[src/rtl/romulus_pkg.sv]
// rtl/romulus_pkg.sv - shared types, constants and the G byte function for the rho stream unit
// Contents: fsm_t (IDLE/ABSORB/PAD/CORE), BLK_BYTES, g_byte().
package romulus_pkg;

   localparam int BLK_BYTES = 16;

   typedef enum logic [1:0] {
      IDLE   = 2'd0,
      ABSORB = 2'd1,
      PAD    = 2'd2,
      CORE   = 2'd3
   } fsm_t;

   // Romulus G on one state byte: rotate right by one, with bit 7 picking up s[0]^s[7].
   function automatic logic [7:0] g_byte(input logic [7:0] s);
      return {s[0] ^ s[7], s[7:1]};
   endfunction

endpackage

[src/rtl/romulus_rho_stream_if.sv]
// rtl/romulus_rho_stream_if.sv - pdi/pdo word stream bundle for the rho stream unit
// Ports (signals): pdi_data/pdi_valid/pdi_ready/pdi_last/pdi_bytes input stream,
// pdo_data/pdo_valid/pdo_ready/pdo_bytes output stream.
// master = stream source/sink outside the unit, slave = the rho unit.
interface romulus_rho_stream_if #(
   parameter int DW = 32
);
   localparam int BBW = $clog2(DW / 8) + 1;

   logic [DW-1:0]  pdi_data;
   logic           pdi_valid;
   logic           pdi_ready;
   logic           pdi_last;
   logic [BBW-1:0] pdi_bytes;

   logic [DW-1:0]  pdo_data;
   logic           pdo_valid;
   logic           pdo_ready;
   logic [BBW-1:0] pdo_bytes;

   modport master (
      output pdi_data, pdi_valid, pdi_last, pdi_bytes, pdo_ready,
      input  pdi_ready, pdo_data, pdo_valid, pdo_bytes
   );

   modport slave (
      input  pdi_data, pdi_valid, pdi_last, pdi_bytes, pdo_ready,
      output pdi_ready, pdo_data, pdo_valid, pdo_bytes
   );
endinterface

[src/rtl/rho_lane.sv]
// rtl/rho_lane.sv - one byte lane of rho: enc/dec select, G, padding insert (combinational)
// Ports: s = current state byte, d = input byte, dec = decrypt, valid = lane carries data,
// pad_here = lane is block byte 15, pad_len = block length byte,
// c = output byte (0 when invalid), ins = byte written back into the state.
module rho_lane
   import romulus_pkg::*;
(
   input  logic [7:0] s,
   input  logic [7:0] d,
   input  logic       dec,
   input  logic       valid,
   input  logic       pad_here,
   input  logic [7:0] pad_len,
   output logic [7:0] c,
   output logic [7:0] ins
);
   logic [7:0] g;
   logic [7:0] m;

   always_comb begin
      g = g_byte(s);
      c = '0;
      m = '0;
      if (valid) begin
         // Output is input ^ G in both modes: ciphertext on encrypt, plaintext on decrypt.
         c = d ^ g;
         m = dec ? c : d;
      end else if (pad_here) begin
         m = pad_len;
      end
      ins = s ^ m;
   end
endmodule

[src/rtl/romulus_rho_stream.sv]
// rtl/romulus_rho_stream.sv - word-serial Romulus rho / state-update unit with padding and core hand-off
// Ports: clk, rst (async active-low); blk_start/blk_dec/blk_nocore/blk_empty block control;
// io = pdi/pdo streams; core_start/core_done/skinny_state SKINNY hand-off;
// state = internal 128-bit state; busy = FSM not in IDLE.
module romulus_rho_stream
   import romulus_pkg::*;
#(
   parameter int DW = 32
) (
   input  logic                   clk,
   input  logic                   rst,
   input  logic                   blk_start,
   input  logic                   blk_dec,
   input  logic                   blk_nocore,
   input  logic                   blk_empty,
   romulus_rho_stream_if.slave    io,
   output logic                   core_start,
   input  logic                   core_done,
   input  logic [127:0]           skinny_state,
   output logic [127:0]           state,
   output logic                   busy
);
   localparam int NW  = 128 / DW;
   localparam int BW  = DW / 8;
   localparam int BBW = $clog2(BW) + 1;
   localparam int CW  = (NW > 1) ? $clog2(NW) : 1;

   if (!(DW == 8 || DW == 32 || DW == 64 || DW == 128)) begin : g_bad_dw
      $error("romulus_rho_stream: DW must be 8, 32, 64 or 128");
   end

   fsm_t           fsm_q, fsm_d;
   logic [127:0]   state_q;
   logic [CW-1:0]  wcnt_q;
   logic [4:0]     cnt_q;
   logic           dec_q;
   logic           nocore_q;

   logic           accept;
   logic           step;
   logic           last_word;
   logic [BBW-1:0] bytes_eff;
   logic [4:0]     pad_len;
   logic [DW-1:0]  cw;
   logic [DW-1:0]  c_word;
   logic [DW-1:0]  ins_word;
   logic [127:0]   state_step;

   assign cw        = state_q[127 -: DW];
   assign bytes_eff = io.pdi_last ? io.pdi_bytes : BBW'(BW);
   assign last_word = (wcnt_q == CW'(NW - 1));
   assign io.pdi_ready = (fsm_q == ABSORB) && (!io.pdo_valid || io.pdo_ready);
   assign accept    = io.pdi_valid && io.pdi_ready;
   assign step      = accept || (fsm_q == PAD);
   // Length byte only matters on a partial last word or in PAD, where cnt_q is already final.
   assign pad_len   = cnt_q + (accept ? 5'(bytes_eff) : 5'd0);
   // For DW=128 the shift clears everything and the new word is the whole state.
   assign state_step = (state_q << DW) | 128'(ins_word);

   for (genvar j = 0; j < BW; j++) begin : g_lane
      rho_lane u_lane (
         .s        (cw[DW-1-8*j -: 8]),
         .d        (io.pdi_data[DW-1-8*j -: 8]),
         .dec      (dec_q),
         .valid    (accept && (int'(bytes_eff) > j)),
         .pad_here ((int'(wcnt_q) * BW + j) == (BLK_BYTES - 1)),
         .pad_len  ({3'b000, pad_len}),
         .c        (c_word[DW-1-8*j -: 8]),
         .ins      (ins_word[DW-1-8*j -: 8])
      );
   end

   always_comb begin
      fsm_d = fsm_q;
      case (fsm_q)
         IDLE: begin
            if (blk_start) fsm_d = blk_empty ? PAD : ABSORB;
         end
         ABSORB: begin
            if (accept) begin
               // Word NW-1 always ends the block, with or without pdi_last.
               if (last_word)        fsm_d = nocore_q ? IDLE : CORE;
               else if (io.pdi_last) fsm_d = PAD;
            end
         end
         PAD: begin
            if (last_word) fsm_d = nocore_q ? IDLE : CORE;
         end
         CORE: begin
            if (core_done) fsm_d = IDLE;
         end
         default: fsm_d = IDLE;
      endcase
   end

   always_ff @(posedge clk or negedge rst) begin
      if (!rst) begin
         fsm_q        <= IDLE;
         state_q      <= '0;
         wcnt_q       <= '0;
         cnt_q        <= '0;
         dec_q        <= 1'b0;
         nocore_q     <= 1'b0;
         core_start   <= 1'b0;
         io.pdo_valid <= 1'b0;
         io.pdo_data  <= '0;
         io.pdo_bytes <= '0;
      end else begin
         fsm_q      <= fsm_d;
         core_start <= (fsm_d == CORE) && (fsm_q != CORE);

         if (fsm_q == IDLE && blk_start) begin
            dec_q    <= blk_dec;
            nocore_q <= blk_nocore;
            wcnt_q   <= '0;
            cnt_q    <= '0;
         end

         if (step) begin
            state_q <= state_step;
            wcnt_q  <= last_word ? '0 : wcnt_q + CW'(1);
         end

         if (fsm_q == CORE && core_done) state_q <= skinny_state;

         if (accept) begin
            cnt_q        <= cnt_q + 5'(bytes_eff);
            io.pdo_valid <= 1'b1;
            io.pdo_data  <= c_word;
            io.pdo_bytes <= bytes_eff;
         end else if (io.pdo_ready) begin
            io.pdo_valid <= 1'b0;
         end
      end
   end

   assign state = state_q;
   assign busy  = (fsm_q != IDLE);
endmodule

[src/flat_wrapper.sv]
// flat-port wrapper written by rule: the top's interface ports become plain ports
module romulus_rho_stream_flat import romulus_pkg::*;
#(
   parameter int DW = 32
)
  (clk, rst, blk_start, blk_dec, blk_nocore, blk_empty, core_start, core_done, skinny_state, state, busy, io_pdi_data, io_pdi_valid, io_pdi_last, io_pdi_bytes, io_pdo_ready, io_pdi_ready, io_pdo_data, io_pdo_valid, io_pdo_bytes);
  romulus_rho_stream_if #(.DW(DW)) io_i ();
  input  logic clk;
  input  logic rst;
  input  logic blk_start;
  input  logic blk_dec;
  input  logic blk_nocore;
  input  logic blk_empty;
  output logic core_start;
  input  logic core_done;
  input  logic [127:0] skinny_state;
  output logic [127:0] state;
  output logic busy;
  input wire logic [$bits(io_i.pdi_data)-1:0] io_pdi_data;
  input wire logic [$bits(io_i.pdi_valid)-1:0] io_pdi_valid;
  input wire logic [$bits(io_i.pdi_last)-1:0] io_pdi_last;
  input wire logic [$bits(io_i.pdi_bytes)-1:0] io_pdi_bytes;
  input wire logic [$bits(io_i.pdo_ready)-1:0] io_pdo_ready;
  output wire logic [$bits(io_i.pdi_ready)-1:0] io_pdi_ready;
  output wire logic [$bits(io_i.pdo_data)-1:0] io_pdo_data;
  output wire logic [$bits(io_i.pdo_valid)-1:0] io_pdo_valid;
  output wire logic [$bits(io_i.pdo_bytes)-1:0] io_pdo_bytes;
  assign io_i.pdi_data = io_pdi_data;
  assign io_i.pdi_valid = io_pdi_valid;
  assign io_i.pdi_last = io_pdi_last;
  assign io_i.pdi_bytes = io_pdi_bytes;
  assign io_i.pdo_ready = io_pdo_ready;
  assign io_pdi_ready = io_i.pdi_ready;
  assign io_pdo_data = io_i.pdo_data;
  assign io_pdo_valid = io_i.pdo_valid;
  assign io_pdo_bytes = io_i.pdo_bytes;
  romulus_rho_stream #(.DW(DW)) u_core (.clk(clk), .rst(rst), .blk_start(blk_start), .blk_dec(blk_dec), .blk_nocore(blk_nocore), .blk_empty(blk_empty), .io(io_i), .core_start(core_start), .core_done(core_done), .skinny_state(skinny_state), .state(state), .busy(busy));
endmodule
[config.mk]
export PLATFORM = sky130hd
export DESIGN_NAME = romulus_rho_stream_flat
export DESIGN_NICKNAME = d
export VERILOG_FILES = /design/src/rtl/romulus_pkg.sv /design/src/rtl/romulus_rho_stream_if.sv /design/src/rtl/rho_lane.sv /design/src/rtl/romulus_rho_stream.sv /design/src/flat_wrapper.sv
export SDC_FILE = /design/constraint.sdc
export NUM_CORES = 1
export LEC_CHECK = 0
export ABC_AREA = 1
export BUFFER_PORTS_ARGS = -buffer_cell sky130_fd_sc_hd__buf_2
export CAP_MARGIN = 20
export CORE_MARGIN = 5
export CORE_UTILIZATION = 45
export CTS_CLUSTER_DIAMETER = 120
export DETAILED_ROUTE_END_ITERATION = 16
export PLACE_DENSITY = 0.76
export SLEW_MARGIN = 20
export SYNTH_ARGS = -nofsm -noshare
export SYNTH_HDL_FRONTEND = slang
export SYNTH_HIERARCHICAL = 1
export SYNTH_SLANG_ARGS = --single-unit
[constraint.sdc]
create_clock -name clk -period 3.1 [get_ports clk]
set_clock_uncertainty 0.15 [all_clocks]
set_input_delay 0.465 -clock clk [delete_from_list [all_inputs] [get_ports clk]]
set_output_delay 0.465 -clock clk [all_outputs]
set_load 0.01 [all_outputs]
After elaboration in Yosys (flattened, before gate mapping)
Cells that the tools add are included.

word-level totals
  register bits after elaboration = 176
  logic and storage cells = 95

cells by class
  add/sub/neg operators = 6
  magnitude comparators = 4
  equal/unequal tests = 9
  multiplexer cells = 35
  bitwise operators = 13
  reductions and logical operators = 18

operators by type and width
  kind                                                                             number
  128-bit 2-to-1 mux                                                               2
  128-bit by 32-bit OR with 128-bit output                                         1
  32-bit by 5-bit == test with 1-bit output, second input constant                 3
  8-bit 2-to-1 mux                                                                 12
  8-bit XOR                                                                        8
  5-bit 2-to-1 mux                                                                 5
  2-bit 2-to-1 mux                                                                 11
  4-bit by 2-bit adder with 5-bit output, second input constant                    2
  2-bit nonzero test                                                               5
  1-bit logical AND                                                                9
  2-bit == test, second input constant                                             4
  2-bit one-hot mux with 4 select lines                                            1
  3-bit by 1-bit greater-than comparator with 1-bit output, second input constant  2
  3-bit by 2-bit greater-than comparator with 1-bit output, second input constant  2
  3-bit 2-to-1 mux                                                                 2
  4-bit by 1-bit adder with 5-bit output, second input constant                    1
  5-bit by 3-bit adder with 5-bit output                                           1
  5-bit adder                                                                      1
  1-bit XOR                                                                        4
  2-bit by 1-bit adder with 2-bit output, second input constant                    1
  2-bit by 1-bit == test with 1-bit output, second input constant                  1
  2-bit zero test                                                                  1
  1-bit logical OR                                                                 2
  1-bit 2-to-1 mux                                                                 2
  other kinds (2)                                                                  2

Depth between registers and ports, before layout
  depth after elaboration = 12
  mapped depth = 17

Hierarchy
Netlist, hierarchy kept.

by module, submodules not included
  module              instances  cells an instance  area each (um2)  sequential area each (um2)
  romulus_rho_stream  1          914                7,998.9          4,404.2
  rho_lane            4          89                 446.7            0.0

Worst setup path before layout
OpenSTA, ideal clock, no wires.

  path kind = in2reg
  from = input io_pdo_ready
  to = register u_core.state_q[4] (netlist: u_core/state[4])
  arrival time = 2.677 ns
  data required time = 2.827 ns
  setup slack = 0.149 ns
  stages = 16
  path through = inv_1 > nand2_1 > nand3_2 > buf_2 > nor2_1 > ha_1 > inv_1 > fa_1 > o21ai_0 > xor2_1 > nand2_1 > nand2_1 > xor2_1 > or2_2 > o21ai_0 > o21ai_1

on the way
  word-level cells in the longest chain between the ends = 11
  elaborated cells between the ends (all ways) = 14
  those cells by class = add/sub: 1; mux: 5; bitwise: 2; reduce/logical: 6

ends and longest elaborated chain
  element                                   line                       RTL
  start, declared                           flat_wrapper.sv:23         input wire logic [$bits(io_i.pdo_ready)-1:0] io_pdo_ready;
  1-bit logical OR                          romulus_rho_stream.sv:52   assign io.pdi_ready = (fsm_q == ABSORB) && (!io.pdo_valid || io.pdo_ready);
  1-bit logical AND                         romulus_rho_stream.sv:52
  1-bit logical AND                         romulus_rho_stream.sv:53   assign accept = io.pdi_valid && io.pdi_ready;
  3-bit 2-to-1 mux                          romulus_rho_stream.sv:56   assign pad_len = cnt_q + (accept ? 5'(bytes_eff) : 5'd0);
  5-bit adder                               romulus_rho_stream.sv:56
  via u_core.pad_len[4]                     romulus_rho_stream.sv:43   logic [4:0] pad_len;
  5-bit 2-to-1 mux                          rho_lane.sv:28             end else if (pad_here) begin
  8-bit 2-to-1 mux                          rho_lane.sv:24             if (valid) begin
  8-bit XOR                                 rho_lane.sv:31             ins = s ^ m;
  via u_core.ins_word[4]                    romulus_rho_stream.sv:46   logic [DW-1:0] ins_word;
  128-bit by 32-bit OR with 128-bit output  romulus_rho_stream.sv:58   assign state_step = (state_q << DW) | 128'(ins_word);
  128-bit 2-to-1 mux                        romulus_rho_stream.sv:119  if (step) begin
  128-bit 2-to-1 mux                        romulus_rho_stream.sv:124  if (fsm_q == CORE && core_done) state_q <= skinny_state;
  end signal, assigned                      romulus_rho_stream.sv:120  state_q <= state_step;
  end signal, assigned                      romulus_rho_stream.sv:124
  end, declared                             romulus_rho_stream.sv:33   logic [127:0] state_q;

The timed path passes the listed nets, and every way through them passes these cells. The select of a mux whose other input is x is not followed.
A chain may end at the register's enable or synchronous reset.

Final worst setup path
  from = register u_core.fsm_q[1]
  to = register u_core.state_q[4] (netlist: u_core/state[4])

on the way
  word-level cells in the longest chain between the ends = 11
  elaborated cells between the ends (all ways) = 17
  those cells by class = add/sub: 1; eq/ne: 3; mux: 5; bitwise: 2; reduce/logical: 6

ends and longest elaborated chain
  element                                   line                       RTL
  start, declared                           romulus_rho_stream.sv:32   fsm_t fsm_q, fsm_d;
  start signal, assigned                    romulus_rho_stream.sv:109  fsm_q <= fsm_d;
  2-bit by 1-bit == test with 1-bit output  romulus_rho_stream.sv:52
  1-bit logical AND                         romulus_rho_stream.sv:52
  1-bit logical AND                         romulus_rho_stream.sv:53
  3-bit 2-to-1 mux                          romulus_rho_stream.sv:56
  5-bit adder                               romulus_rho_stream.sv:56
  via u_core.pad_len[4]                     romulus_rho_stream.sv:43
  5-bit 2-to-1 mux                          rho_lane.sv:28
  8-bit 2-to-1 mux                          rho_lane.sv:24
  8-bit XOR                                 rho_lane.sv:31
  via u_core.ins_word[4]                    romulus_rho_stream.sv:46
  128-bit by 32-bit OR with 128-bit output  romulus_rho_stream.sv:58
  128-bit 2-to-1 mux                        romulus_rho_stream.sv:119
  128-bit 2-to-1 mux                        romulus_rho_stream.sv:124

The timed path passes the listed nets, and every way through them passes these cells. The select of a mux whose other input is x is not followed.

==> reports/qor.csv <==
metric;value;unit
status;finished, final reports clean;
cp_max_fo;5;
dieHeight;157;um
finalHoldViolations;0;
num_rows;54;
postCtsSetupRepairBufs;0;
vias;9880;
fill_cells;2069;
dieArea;0.0248;mm^2
avgSynthCellArea;7.71;um^2
yosysUniqueCellTypes;35;
clock.fmax;0.346;GHz
p_leak;6.67;nW
synth_compound_area_share;11.1;%
switchingPower;6.32;mW
cts.sinks;176;
drv_cap;0;
synth_xor_xnor_area_share;5.28;%
hold_slack;0.0967;ns
p_clk_share;17.3;%
globalRoute.busiestLayer;met2;
gr-usage-met2;40.3;%
clockBufferDepth;2;
cts_root_buf;clkbuf_16;
start_kind;register;
syn2layout_area_growth;25.8;%
dp_hpwl;25800;um
ant_nets;0;
p_int;7.43;mW
grt_pass1_vias;9268;
antenna_found_initial;7;
grt_start_max_net_pins;82;
synth_top_family_by_area;simple AND/OR/NAND/NOR gates;
die_w;157;um
synthSimpleGateAreaFrac;29.6;%
fin_crit;2.89;ns
layout_common_cells;nand2_1, buf_2, dfrtp_1;
start_util;45.3;%
power_frac_comb;49.2;%
design_area;0.0123;mm^2
nets;1778;
ys_seq_area_share;45.0;%
io_buffers;339;
grtUsageMet3;5.99;%
rsz0062_at_grt;false;
crit_slowest_cell;dfrtp_1;
final_common_cell;nand2_1;
final_layout_size_suffix_gt1_share;28.2;%
reg2reg_slack;0.21;ns
r2r_start;u_core/fsm_q[1];
grt_util_all_layers;27.3;%
totalWireLength;35100;um
cts_buffers;17;
dr.pass1.iters;5;
synth_adder_area_share;1.30;%
switching_share;46.0;%
synthMuxAreaShare;0.115;%
cp_data_required_time;3.26;ns
slew_viol_final;0;
tightest_slew;0.807;ns
irDropWorstVdd;485;uV
gr-usage-met1;39.7;%
setup_tns;0;ns
h-tree-depth;4;
setup_viol;0;
path_cells;nor2_4, nand3_2, nor2_1, ha_1, inv_1, fa_1, o21ai_1, xor2_1, nand2_1, nand2_1, xor2_1, or2_2, o21ai_0, o21ai_1;
cts_tree;yes;
place.gp.congestion;0.948;
slew_headroom;46.2;%
r2r_cells;14;
slowest_delay;0.45;ns
r2r-end;u_core/state[4];
ioPinCount;340;
synth_area;0.00979;mm^2
cp_top_family;simple AND/OR/NAND/NOR gates;
synth.ff_latch_count;176;
crit_buf_inv;1;
wl_per_cell;18.5;um
whs_path_depth;3;
end_kind;register;
first_iter_violations;827;
crit_arrival;3.05;ns
clk_pin_slew;0.07;ns
min_from;skinny_state[53];
drc;0;
timing_worst_setup_path_type;reg -> reg;
pwr-share-seq;33.4;%
core;0.0216;mm^2
grt_overflow;0;
hp-class;in -> reg;
postPlaceCellArea;0.0116;mm^2
viasPerCell;5.21;
insertion_delay;0.43;ns
grt_pass1_wl;52200;um
power.density;1120;mW/mm^2
synth_cells;1270;
fin_crit_sh;93.1;%
hold_end;u_core/state[53];
yosysWarningCount;6;
==> tightest hold or removal path: cells and delay by family <==
kind            cells  cell delay [ns]
simple gates        1             0.04
compound gates      1             0.06
buf+inv             1             0.08
==> metrics by stage <==
stage / utilization, % / power, mW / instances / worst slack, ns
after floorplan: - / 8.83 / 1287 / 0.149
after global placement: 53.9 / 11.1 / 1856 / 0.160
after detailed placement: 53.9 / 11.3 / 1856 / 0.0775
after CTS: 56.9 / 13.7 / 1888 / 0.187
after global routing: 56.9 / 14.7 / 1894 / 0.0265
final: 57.0 / 13.7 / 1896 / 0.213
==> registers in the layout, summed over array words and instances (netlist names) <==
name                 count
u_core/wcnt_q            2
u_core/core_start        1
u_core/io.pdo_valid      1
u_core/io.pdo_bytes      3
u_core/state           128
u_core/io.pdo_data      32
u_core/cnt_q             5
u_core/dec_q             1
u_core/nocore_q          1
u_core/fsm_q             2
==> metal layers <==
metal  wire (um)  vias up
met1       15300     4624
met5          11        -
li1            -     4721
met4         937        2
met3        3140       59
met2       15700      474
==> cells in the mapped netlist (all sizes together) <==
cell type	count	area, um^2
a22oi	13	97.6
nand2	453	1710
fa	2	40.0
o21ai	85	425
nor2	143	574
buf	59	454
o22ai	18	113
or2	35	219
mux2	1	11.3
nand3	76	385
ha	7	87.6
a31oi	2	12.5
xnor2	29	254
clkinv	1	3.75
conb	1	3.75
a21oi	13	65.1
o21a	12	90.1
xor2	30	263
clkbuf	12	46.3
dfrtp	176	4400
inv	63	236
nand4	1	6.26
o31ai	2	15.0
o211ai	36	270
==> power by group through the flow <==
stage                     Combinational [mW]  Clock (mW)  Sequential [mW]
after global routing                    7.45        2.49             4.72
after global placement                  6.51           0             4.58
after CTS                               6.71        2.40             4.56
final                                   6.77        2.38             4.60
after detailed placement                6.68           0             4.58
after floorplan                         4.25           0             4.58
==> worst max-delay path by stage <==
stage,startpoint,end,cells after the start
2_1_floorplan,io_pdo_ready,u_core/state[4],16
3_3_place_gp,io_pdo_ready,u_core/state[4],16
3_5_place_dp,io_pdo_ready,u_core/state[4],16
4_1_cts,u_core/fsm_q[1],u_core/state[4],14
5_1_grt,u_core/fsm_q[1],u_core/state[4],14
6_report,u_core/fsm_q[1],u_core/state[4],14
==> timing repair <==
action,in CTS,in global routing
resized for setup,0,1
setup endpoints to repair,0,1
endpoints found under the hold margin,79,0
hold buffers,1,0
==> final cells by class <==
cell class | count | area [um^2] | share of cell area (%)
clock buffers | 18 | 439 | 3.57
flip-flops and latches | 176 | 4410 | 35.8
well taps | 280 | 350 | 2.84
clock inverters | 13 | 196 | 1.60
multi-input cells | 976 | 4710 | 38.2
diodes | 8 | 20.0 | 0.163
repair buffers | 361 | 1950 | 15.8
inverters | 64 | 243 | 1.97
==> cell families after synthesis <==
logic type	Yosys count
muxes	1
xor gates and xnor gates	59
DFF	176
buffers and inverters	135
other	1
AOI/OAI and AO/OA	181
and+or+nand+nor	708
adders and majority gates	9
Note: power is estimated with default switching activity, not from simulation.
